File: config.mk
export PLATFORM = sky130hd
export DESIGN_NAME = hilo_control
export DESIGN_NICKNAME = d
export VERILOG_FILES = /design/src/rtl/hilo_control.sv
export SDC_FILE = /design/constraint.sdc
export NUM_CORES = 1
export LEC_CHECK = 0
export ABC_AREA = 1
export CORE_MARGIN = 8
export CORE_UTILIZATION = 30
export CTS_CLUSTER_SIZE = 30
export DETAILED_ROUTE_END_ITERATION = 10
export GPL_TIMING_DRIVEN = 1
export PLACE_DENSITY = 0.57
export SLEW_MARGIN = 25
export SYNTH_ARGS = -nofsm -noshare
export SYNTH_HDL_FRONTEND = slang
export SYNTH_SLANG_ARGS = --single-unit
File: constraint.sdc
create_clock -name clk -period 2.5 [get_ports clk]
set_input_delay 0.5 -clock clk [delete_from_list [all_inputs] [get_ports clk]]
set_output_delay 0.5 -clock clk [all_outputs]
set_load 0.02 [all_outputs]
File: src/rtl/hilo_control.sv
// HI/LO register control for the mul/div unit: tracks an in-flight op,
// commits its result, services MTHI/MTLO/MFHI/MFLO and stalls the pipeline.
module hilo_control (
  input  logic        clk,
  input  logic        reset,
  input  logic        start,
  input  logic        flush,
  input  logic        is_mthi,
  input  logic        is_mtlo,
  input  logic        is_mfhi,
  input  logic        is_mflo,
  input  logic [31:0] wdata,
  input  logic        muldiv_wait,
  input  logic [31:0] muldiv_hi,
  input  logic [31:0] muldiv_lo,
  output logic [31:0] hi,
  output logic [31:0] lo,
  output logic [31:0] rdata,
  output logic        stall,
  output logic        clear_muldiv
);

  typedef enum logic {IDLE, BUSY} state_t;

  state_t      state;
  state_t      state_next;
  logic [31:0] hi_next;
  logic [31:0] lo_next;
  logic        commit;
  logic        hilo_access;

  assign commit      = (state == BUSY) && !muldiv_wait;
  assign hilo_access = start | is_mthi | is_mtlo | is_mfhi | is_mflo;

  // Output decode: stall only while a result is still pending and someone
  // needs HI/LO; reads bypass the unit's result during the commit cycle.
  always_comb begin
    stall        = 1'b0;
    rdata        = 32'd0;
    clear_muldiv = reset | flush;
    if (!reset && !flush && (state == BUSY) && muldiv_wait && hilo_access) begin
      stall = 1'b1;
    end
    if (!reset) begin
      if (is_mfhi) begin
        rdata = commit ? muldiv_hi : hi;
      end else if (is_mflo) begin
        rdata = commit ? muldiv_lo : lo;
      end
    end
  end

  // Next-state and next HI/LO: start wins over MT* in IDLE, MT* overrides
  // the committed value per register, and flush cancels everything.
  always_comb begin
    state_next = state;
    hi_next    = hi;
    lo_next    = lo;
    case (state)
      IDLE: begin
        if (start) begin
          state_next = BUSY;
        end else if (!stall) begin
          if (is_mthi) hi_next = wdata;
          if (is_mtlo) lo_next = wdata;
        end
      end
      BUSY: begin
        if (!muldiv_wait) begin
          hi_next    = is_mthi ? wdata : muldiv_hi;
          lo_next    = is_mtlo ? wdata : muldiv_lo;
          state_next = start ? BUSY : IDLE;
        end
      end
      default: state_next = IDLE;
    endcase
    if (flush) begin
      state_next = IDLE;
      hi_next    = hi;
      lo_next    = lo;
    end
  end

  // State and architectural HI/LO registers with synchronous reset.
  always_ff @(posedge clk) begin
    if (reset) begin
      state <= IDLE;
      hi    <= 32'd0;
      lo    <= 32'd0;
    end else begin
      state <= state_next;
      hi    <= hi_next;
      lo    <= lo_next;
    end
  end

endmodule

==> results of run 1 <==
[report_power, final]
| group | leakage, uW | switching (uW) | total, uW | internal [uW] |
|---|---|---|---|---|
| clock | 0.000144 | 491 | 1290 | 798 |
| combinational | 0.00320 | 601 | 1080 | 481 |
| sequential | 0.000534 | 39.1 | 1150 | 1110 |
| total | 0.00388 | 1130 | 3520 | 2390 |
[per-stage QoR]
step           worst slack, ps  cell area, um2  cells  power [uW]  utilization
5_1_grt                   15.9            7390   1299        3710        0.449
2_1_floorplan              521            5020    882        1760            -
4_1_cts                  -57.1            7530   1298        3580        0.457
6_report                  77.9            7390   1299        3520        0.449
3_3_place_gp              -537            7230   1281        2270        0.439
3_5_place_dp              -551            7230   1281        2270        0.439
[kinds of logic after synthesis]
family / Yosys count
buf+inv: 193
flops: 65
simple gates: 523
compound gates: 101
[area by class of cell]
| class | instances | area, um2 |
|---|---|---|
| Antenna cell | 1 | 2.50 |
| Clock buffer | 13 | 250 |
| Clock inverter | 3 | 40.0 |
| Fill cell | 1837 | 9080 |
| Inverter | 136 | 510 |
| Multi-Input combinational cell | 625 | 2780 |
| Sequential cell | 65 | 1300 |
| Tap cell | 220 | 275 |
| Timing Repair Buffer | 236 | 2230 |
[metal layers]
| layer | up-vias | part of all wire | GRT usage | wire, um |
|---|---|---|---|---|
| li1 | 3064 | - | - | - |
| met1 | 2685 | 0.47 | 0.243 | 9500 |
| met2 | 183 | 0.44 | 0.289 | 9000 |
| met3 | 21 | 0.074 | 0.0569 | 1510 |
| met4 | 2 | 0.018 | 0.0666 | 365 |
| met5 | - | 0.00083 | 0 | 17 |
[worst max-delay path: stages]
cell and delay (ps):
clkdlybuf4s50_1 430, or2_2 300, buf_4 140, clkdlybuf4s50_1 560
[worst max-delay path by stage]
stage / start / end / cells after the start
6_report: flush / clear_muldiv / 4
5_1_grt: muldiv_wait / rdata[8] / 9
4_1_cts: muldiv_wait / rdata[30] / 8
3_5_place_dp: muldiv_wait / rdata[21] / 6
3_3_place_gp: muldiv_wait / rdata[6] / 8
2_1_floorplan: is_mfhi / rdata[10] / 4
[registers in the layout, summed over array words and instances, names as in the netlist]
name   cells
state      1
lo        32
hi        32
[cell usage in the layout (no fill, tap or decap), types with 3 or more instances in the layout]
cell type          n
nand2_1          289
clkdlybuf4s50_1  166
inv_1            133
nor2_1           129
nand3_1           96
dfxtp_1           64
o21ai_1           34
a21oi_1           33
o21ai_2           30
buf_4             23
clkbuf_2          20
buf_2             14
clkbuf_16          9
buf_12             9
inv_2              3
nor2_4             3
clkbuf_1           3
[what timing repair did]
action                                  in CTS  in global routing
gates cloned                                 1                  0
pin swaps                                    1                  0
resized for setup                           63                 53
endpoints found under the setup margin      33                 31
==> run summary, run 1 <==
CTS HTree Levels: 3
drt total wl: 20,400 um
Finish-stage setup viols: 0
CP Data Arrival Time: 1920 ps
flop2flop setup slack: 550 ps
Synth Area in Simple Gates: 0.425
Syn Nets: 987
crit-path max FO: 2
DIE AREA: 21,100 um2
Ports: 203
asr flop ratio synth: 0
initial core utilization: 0.305
min-delay worst type: reg -> reg
Post-DP HPWL: 14,500 um
P_leak: 0.00388 uW
drt wl/cell: 15.7 um
largest family of logic cells by synthesized area: simple AND/OR/NAND/NOR gates
RD Place Congestion: 0.832
crit path kind: in -> out
worst-margin pin slew: 580 ps
number of max-cap violations: 0
final slew viol count: 0
vias post-DR: 5,955
GR Util All Layers: 0.188
Clock Latency Late Sink: 340 ps
clk buf depth: 2
outcome: completed
area of the mapped netlist: 5020 um2
Distinct cells, synth: 23
Hold Buf Count CTS: 0
Post-route DRC: 0
GRT overflow: 0
multiplexer area fraction after synthesis: 0
cells after synthesis: 882
Nets: 1,178
Synth Area in Adders: 0
Clock transition at path regs: 60 ps
cell taking the most area after synthesis: dfxtp_1
Tcrit/Tclk final: 0.969
Clock Sinks: 65
final hold slack: 534 ps
CP startpoint kind: input pin
Routed Antenna Nets: 0
TritonCTS buffer count: 9
Hold Path Origin: lo[6]
synth top area cells: dfxtp_1 (26%), nand2_1 (22%), inv_1 (9.9%)
vias in the first global route: 5,624
Max-slew headroom: 0.612
sequential share of the synthesized area: 0.259
Fin. Hold Viols: 0
initial DRC count: 403
Core Area: 16,500 um2
Via density: 4.58
initial antenna violation count: 2
worst hold stages: 4
Synth Area in XOR/XNOR: 0
TritonRoute pass-1 iters: 5
global-route wire length before repair: 31,600 um
Fin Clk Skew: 5.97 ps
predominant post-synthesis flop cell: dfxtp_1
largest net degree at the start of global routing: 65
Die W: 145 um
Synth top area share: 0.259
FF-to-FF path depth: 8
Setup crit end kind: output pin
fmax: 413 MHz
Synth Warn #: 0
final worst path period need: 2420 ps
Port Buffers: 202
Yosys reg bits: 65
WP data required: 2000 ps
PD cells: 477 nW/um2
dominant cell by count in the synthesized netlist: nand2_1
Post-synth EDFFs: 0
RSZ-0062 raised after global routing: no
worst r2r dst: lo[18]
clk root buf: clkbuf_16
row count: 47
P&R area growth vs syn: 47.1%
commonest cells in the netlist: nand2_1 (289), inv_1 (133), nor2_1 (129), nand3_1 (96), dfxtp_1 (65)
Die H: 145 um
worst vdd ir: 0.308 mV
post-synthesis compound-gate area fraction: 0.125
Hold Path Sink: lo[6]
Synth Area per Inst: 5.69 um2
RR Startpoint: state
share of layout cells above drive strength 1: 0.117
postcts setup bufs: 0
final setup TNS: 0 ps
CTS tree: built
No activity file was read; power rests on OpenSTA's default activity.
==> inputs of run 2 (changes only) <==
--- a/config.mk
+++ b/config.mk
@@ -12,6 +12,7 @@
 export DETAILED_ROUTE_END_ITERATION = 10
 export GPL_TIMING_DRIVEN = 1
 export PLACE_DENSITY = 0.57
+export RECOVER_POWER = 100
 export SLEW_MARGIN = 25
 export SYNTH_ARGS = -nofsm -noshare
 export SYNTH_HDL_FRONTEND = slang
==> run summary, run 2 (same netlist as run 1, synthesis figures left out) <==
outcome: completed
Die H: 145 um
worst-margin pin slew: 1010 ps
global-route wire length before repair: 31,600 um
Hold Buf Count CTS: 0
non-filler cells, final: 1,299
clk buf depth: 2
worst hold stages: 4
Setup crit end kind: output pin
P&R area growth vs syn: 45.9%
initial antenna violation count: 2
final worst path period need: 2450 ps
GR Util All Layers: 0.188
most frequent cells in the layout: nand2_1 (290), inv_1 (133), nor2_1 (129)
Top Registers: hi: 32 flops, lo: 32 flops, state: 1 flops
Port Buffers: 202
Finish-stage setup viols: 0
Clock Sinks: 65
Routed Antenna Nets: 0
worst vdd ir: 0.309 mV
min-delay worst type: reg -> reg
CP Data Arrival Time: 1950 ps
Post-DP HPWL: 14,500 um
Clock transition at path regs: 60 ps
share of layout cells above drive strength 1: 0.112
Core Area: 16,500 um2
TritonCTS buffer count: 9
FF-to-FF path depth: 7
flop2flop setup slack: 250 ps
worst r2r dst: lo[2]
Fin Clk Skew: 5.24 ps
CP Capture Point: rdata[19]
row count: 47
Post-route DRC: 0
Ports: 203
RD Place Congestion: 0.832
CTS tree: built
post-placement cell count: 1,281
CTS HTree Levels: 3
crit path kind: in -> out
number of max-cap violations: 0
crit-path max FO: 22
drt wl/cell: 15.6 um
Tcrit/Tclk final: 0.978
P_leak: 0.00401 uW
vias in the first global route: 5,624
Max-slew headroom: 0.323
Nets: 1,178
Via density: 4.56
PD cells: 475 nW/um2
clk root buf: clkbuf_16
fmax: 409 MHz
final core utilization: 0.445
TritonRoute pass-1 iters: 5
CP startpoint: muldiv_wait
GRT overflow: 0
RSZ-0062 raised after global routing: no
Fin. Hold Viols: 0
commonest non-fill, non-tap cell in the layout: nand2_1
WP data required: 2000 ps
initial DRC count: 437
vias post-DR: 5,919
initial core utilization: 0.305
Clock Latency Late Sink: 340 ps
CP startpoint kind: input pin
largest net degree at the start of global routing: 65
drt total wl: 20,300 um
RR Startpoint: state
Die W: 145 um
total power: 3480 uW
final slew viol count: 0
DIE AREA: 21,100 um2
postcts setup bufs: 0
==> run 2: cell count changes in the layout (fill, tap and decap cells not counted), sizes merged <==
cell           before  now
clkdlybuf4s50     166  102
clkbuf             33   50
buf                48   31
dlygate4sd3         0   64
==> run 2: what timing repair did <==
item,CTS,global route
gates cloned,1,0
gates resized for setup,63,53
pin swaps,1,0
endpoints found under the setup margin,33,31
==> run 2: final cells by class <==
cell class	count	area, um2
diodes	1	2.50
clock buffers	13	250
clock inverters	3	40.0
fillers	1850	9140
inverters	136	510
multi-input cells	625	2770
flip-flops and latches	65	1300
well taps	220	275
repair buffers	236	2170
==> run 2: power breakdown <==
part,internal [uW],switching [uW],total [uW]
clock network,798,492,1290
logic,446,597,1040
registers,1110,35.4,1150
==> run 2: through the flow <==
stage	instance area (um2)	TNS (ps)	hold slack [ps]	worst slack, ps
after floorplan	5020	0	607	521
after global placement	7230	-16460	523	-537
after detailed placement	7230	-16940	526	-551
after CTS	7530	-234	536	-57.1
after global routing	7320	0	565	22.1
final	7320	0	531	54.2
==> run 2: critical path: stages <==
cell and delay, ps:
clkdlybuf4s15_2 260, buf_4 190, inv_2 110, nand2_8 90, buf_6 200, nand2_1 70
nand3_1 130, a21oi_1 190, clkbuf_2 190
==> run 2: metal layers <==
layer | GRT usage | wire, um | share of wire | vias up
met3 | 0.0569 | 1600 | 0.079 | 21
met2 | 0.289 | 8920 | 0.44 | 202
li1 | - | - | - | 3063
met4 | 0.0666 | 365 | 0.018 | 2
met5 | 0 | 17 | 0.00084 | -
met1 | 0.243 | 9410 | 0.46 | 2631
==> run 2: how the worst min path moves through the flow <==
stage / slack [ps] / from / end
3_5_place_dp: 530 / hi[17] / hi[17]
6_report: 530 / lo[6] / lo[6]
4_1_cts: 540 / hi[17] / hi[17]
3_3_place_gp: 520 / lo[1] / lo[1]
2_1_floorplan: 610 / hi[0] / hi[0]
5_1_grt: 570 / hi[27] / hi[27]
==> inputs of run 3 (changes only) <==
--- a/config.mk
+++ b/config.mk
@@ -7,11 +7,11 @@
 export LEC_CHECK = 0
 export ABC_AREA = 1
 export CORE_MARGIN = 8
-export CORE_UTILIZATION = 30
+export CORE_UTILIZATION = 44
 export CTS_CLUSTER_SIZE = 30
 export DETAILED_ROUTE_END_ITERATION = 10
 export GPL_TIMING_DRIVEN = 1
-export PLACE_DENSITY = 0.57
+export PLACE_DENSITY = 0.79
 export RECOVER_POWER = 100
 export SLEW_MARGIN = 25
 export SYNTH_ARGS = -nofsm -noshare
==> run summary, run 3 (same netlist as run 1, synthesis figures left out) <==
outcome: completed
GRT overflow: 0
Routed Antenna Nets: 0
drt total wl: 18,600 um
crit-path max FO: 13
final core utilization: 0.650
share of layout cells above drive strength 1: 0.0909
Post-DP HPWL: 13,600 um
CP Data Arrival Time: 1920 ps
Fin Clk Skew: 8.35 ps
Tcrit/Tclk final: 0.967
min-delay worst type: reg -> reg
CP startpoint kind: input pin
initial antenna violation count: 0
P_leak: 0.00401 uW
RD Place Congestion: 0.920
number of max-cap violations: 0
Nets: 1,178
crit path kind: in -> out
worst vdd ir: 0.275 mV
Fin. Hold Viols: 0
final worst path period need: 2420 ps
WP data required: 2000 ps
initial DRC count: 526
vias post-DR: 6,056
Via density: 4.96
most frequent cells in the layout: nand2_1 (290), inv_1 (134), nor2_1 (129)
vias in the first global route: 5,849
Post-route DRC: 0
commonest non-fill, non-tap cell in the layout: nand2_1
CP max stage delay: 450 ps
clk root buf: clkbuf_16
total power: 3580 uW
GR Util All Layers: 0.244
worst-margin pin slew: 719 ps
Post-Place Cell Area: 7210 um2
largest net degree at the start of global routing: 40
CTS HTree Levels: 3
Top Registers: hi: 32 flops, lo: 32 flops, state: 1 flops
TritonCTS buffer count: 9
TritonRoute pass-1 iters: 5
final slew viol count: 0
row count: 39
non-filler cells, final: 1,221
Setup crit end kind: output pin
Max-slew headroom: 0.519
drt wl/cell: 15.3 um
Die W: 123 um
Core Area: 11,300 um2
Finish-stage setup viols: 0
worst setup margin: 82.0 ps
Port Buffers: 202
fmax: 414 MHz
Clock Sinks: 65
Die H: 123 um
post-route design area: 7320 um2
Clock Latency Late Sink: 330 ps
post-placement cell count: 1,204
Hold Buf Count CTS: 0
Setup WS pre-CTS: -594 ps
PD cells: 489 nW/um2
RSZ-0062 raised after global routing: no
Ports: 203
initial core utilization: 0.445
P&R area growth vs syn: 45.9%
global-route wire length before repair: 29,300 um
CP Cell Sequence: clkdlybuf4s50_1, inv_1, nor2_4, buf_12, nand3_1, a21oi_1, dlygate4sd2_1
CTS tree: built
DIE AREA: 15,100 um2
ANT cells: 0
CP max-delay cell: clkdlybuf4s50_1
Clock transition at path regs: 60 ps
clk buf depth: 2
[run 3: routing by layer]
metal / global-route usage / wire [um] / vias to the layer above
li1: - / - / 3065
met1: 0.308 / 7910 / 2676
met2: 0.385 / 8590 / 285
met3: 0.0768 / 1760 / 30
met4: 0.0830 / 382 / 0
met5: 0 / 0 / -
[run 3: worst paths after layout]
path           start  slack [ps]  cells after the start        end
max reg2reg    state         540                      7     hi[15]
min reg2reg    hi[2]         530                      4      hi[2]
max          is_mflo          80                      7  rdata[16]
min            hi[2]         530                      4      hi[2]
[run 3: through the flow]
stage	hold slack (ps)	TNS, ps
4_1_cts	537	0
2_1_floorplan	607	0
5_1_grt	561	0
3_5_place_dp	528	-18130
3_3_place_gp	520	-16580
6_report	530	0
[run 3: where the power goes]
| part | leakage (uW) | internal, uW | total (uW) | switching [uW] |
|---|---|---|---|---|
| Sequential | 0.000534 | 1110 | 1150 | 36.9 |
| Combinational | 0.00332 | 450 | 1040 | 592 |
| Clock | 0.000157 | 930 | 1390 | 462 |
| Total | 0.00401 | 2490 | 3580 | 1090 |
[run 3: final cells by class]
cell class / instances / area (um2)
clock inverters: 2 / 60.1
flip-flops and latches: 65 / 1300
clock buffers: 14 / 264
inverters: 136 / 510
repair buffers: 236 / 2240
fillers: 1073 / 3950
multi-input cells: 625 / 2770
well taps: 143 / 179
[run 3: worst max-delay path, delay by kind of cell]
kind	cells	cell delay (ps)
buffers and inverters	4	1050
AND/OR/NAND/NOR	2	230
AO/OA/AOI/OAI	1	130
[run 3: repair_timing]
action	CTS	global route
pin swaps	1	0
resized for setup	44	56
endpoints found under the hold margin	0	0
endpoints found under the setup margin	34	32
gates cloned	1	0
buffers inserted	0	0
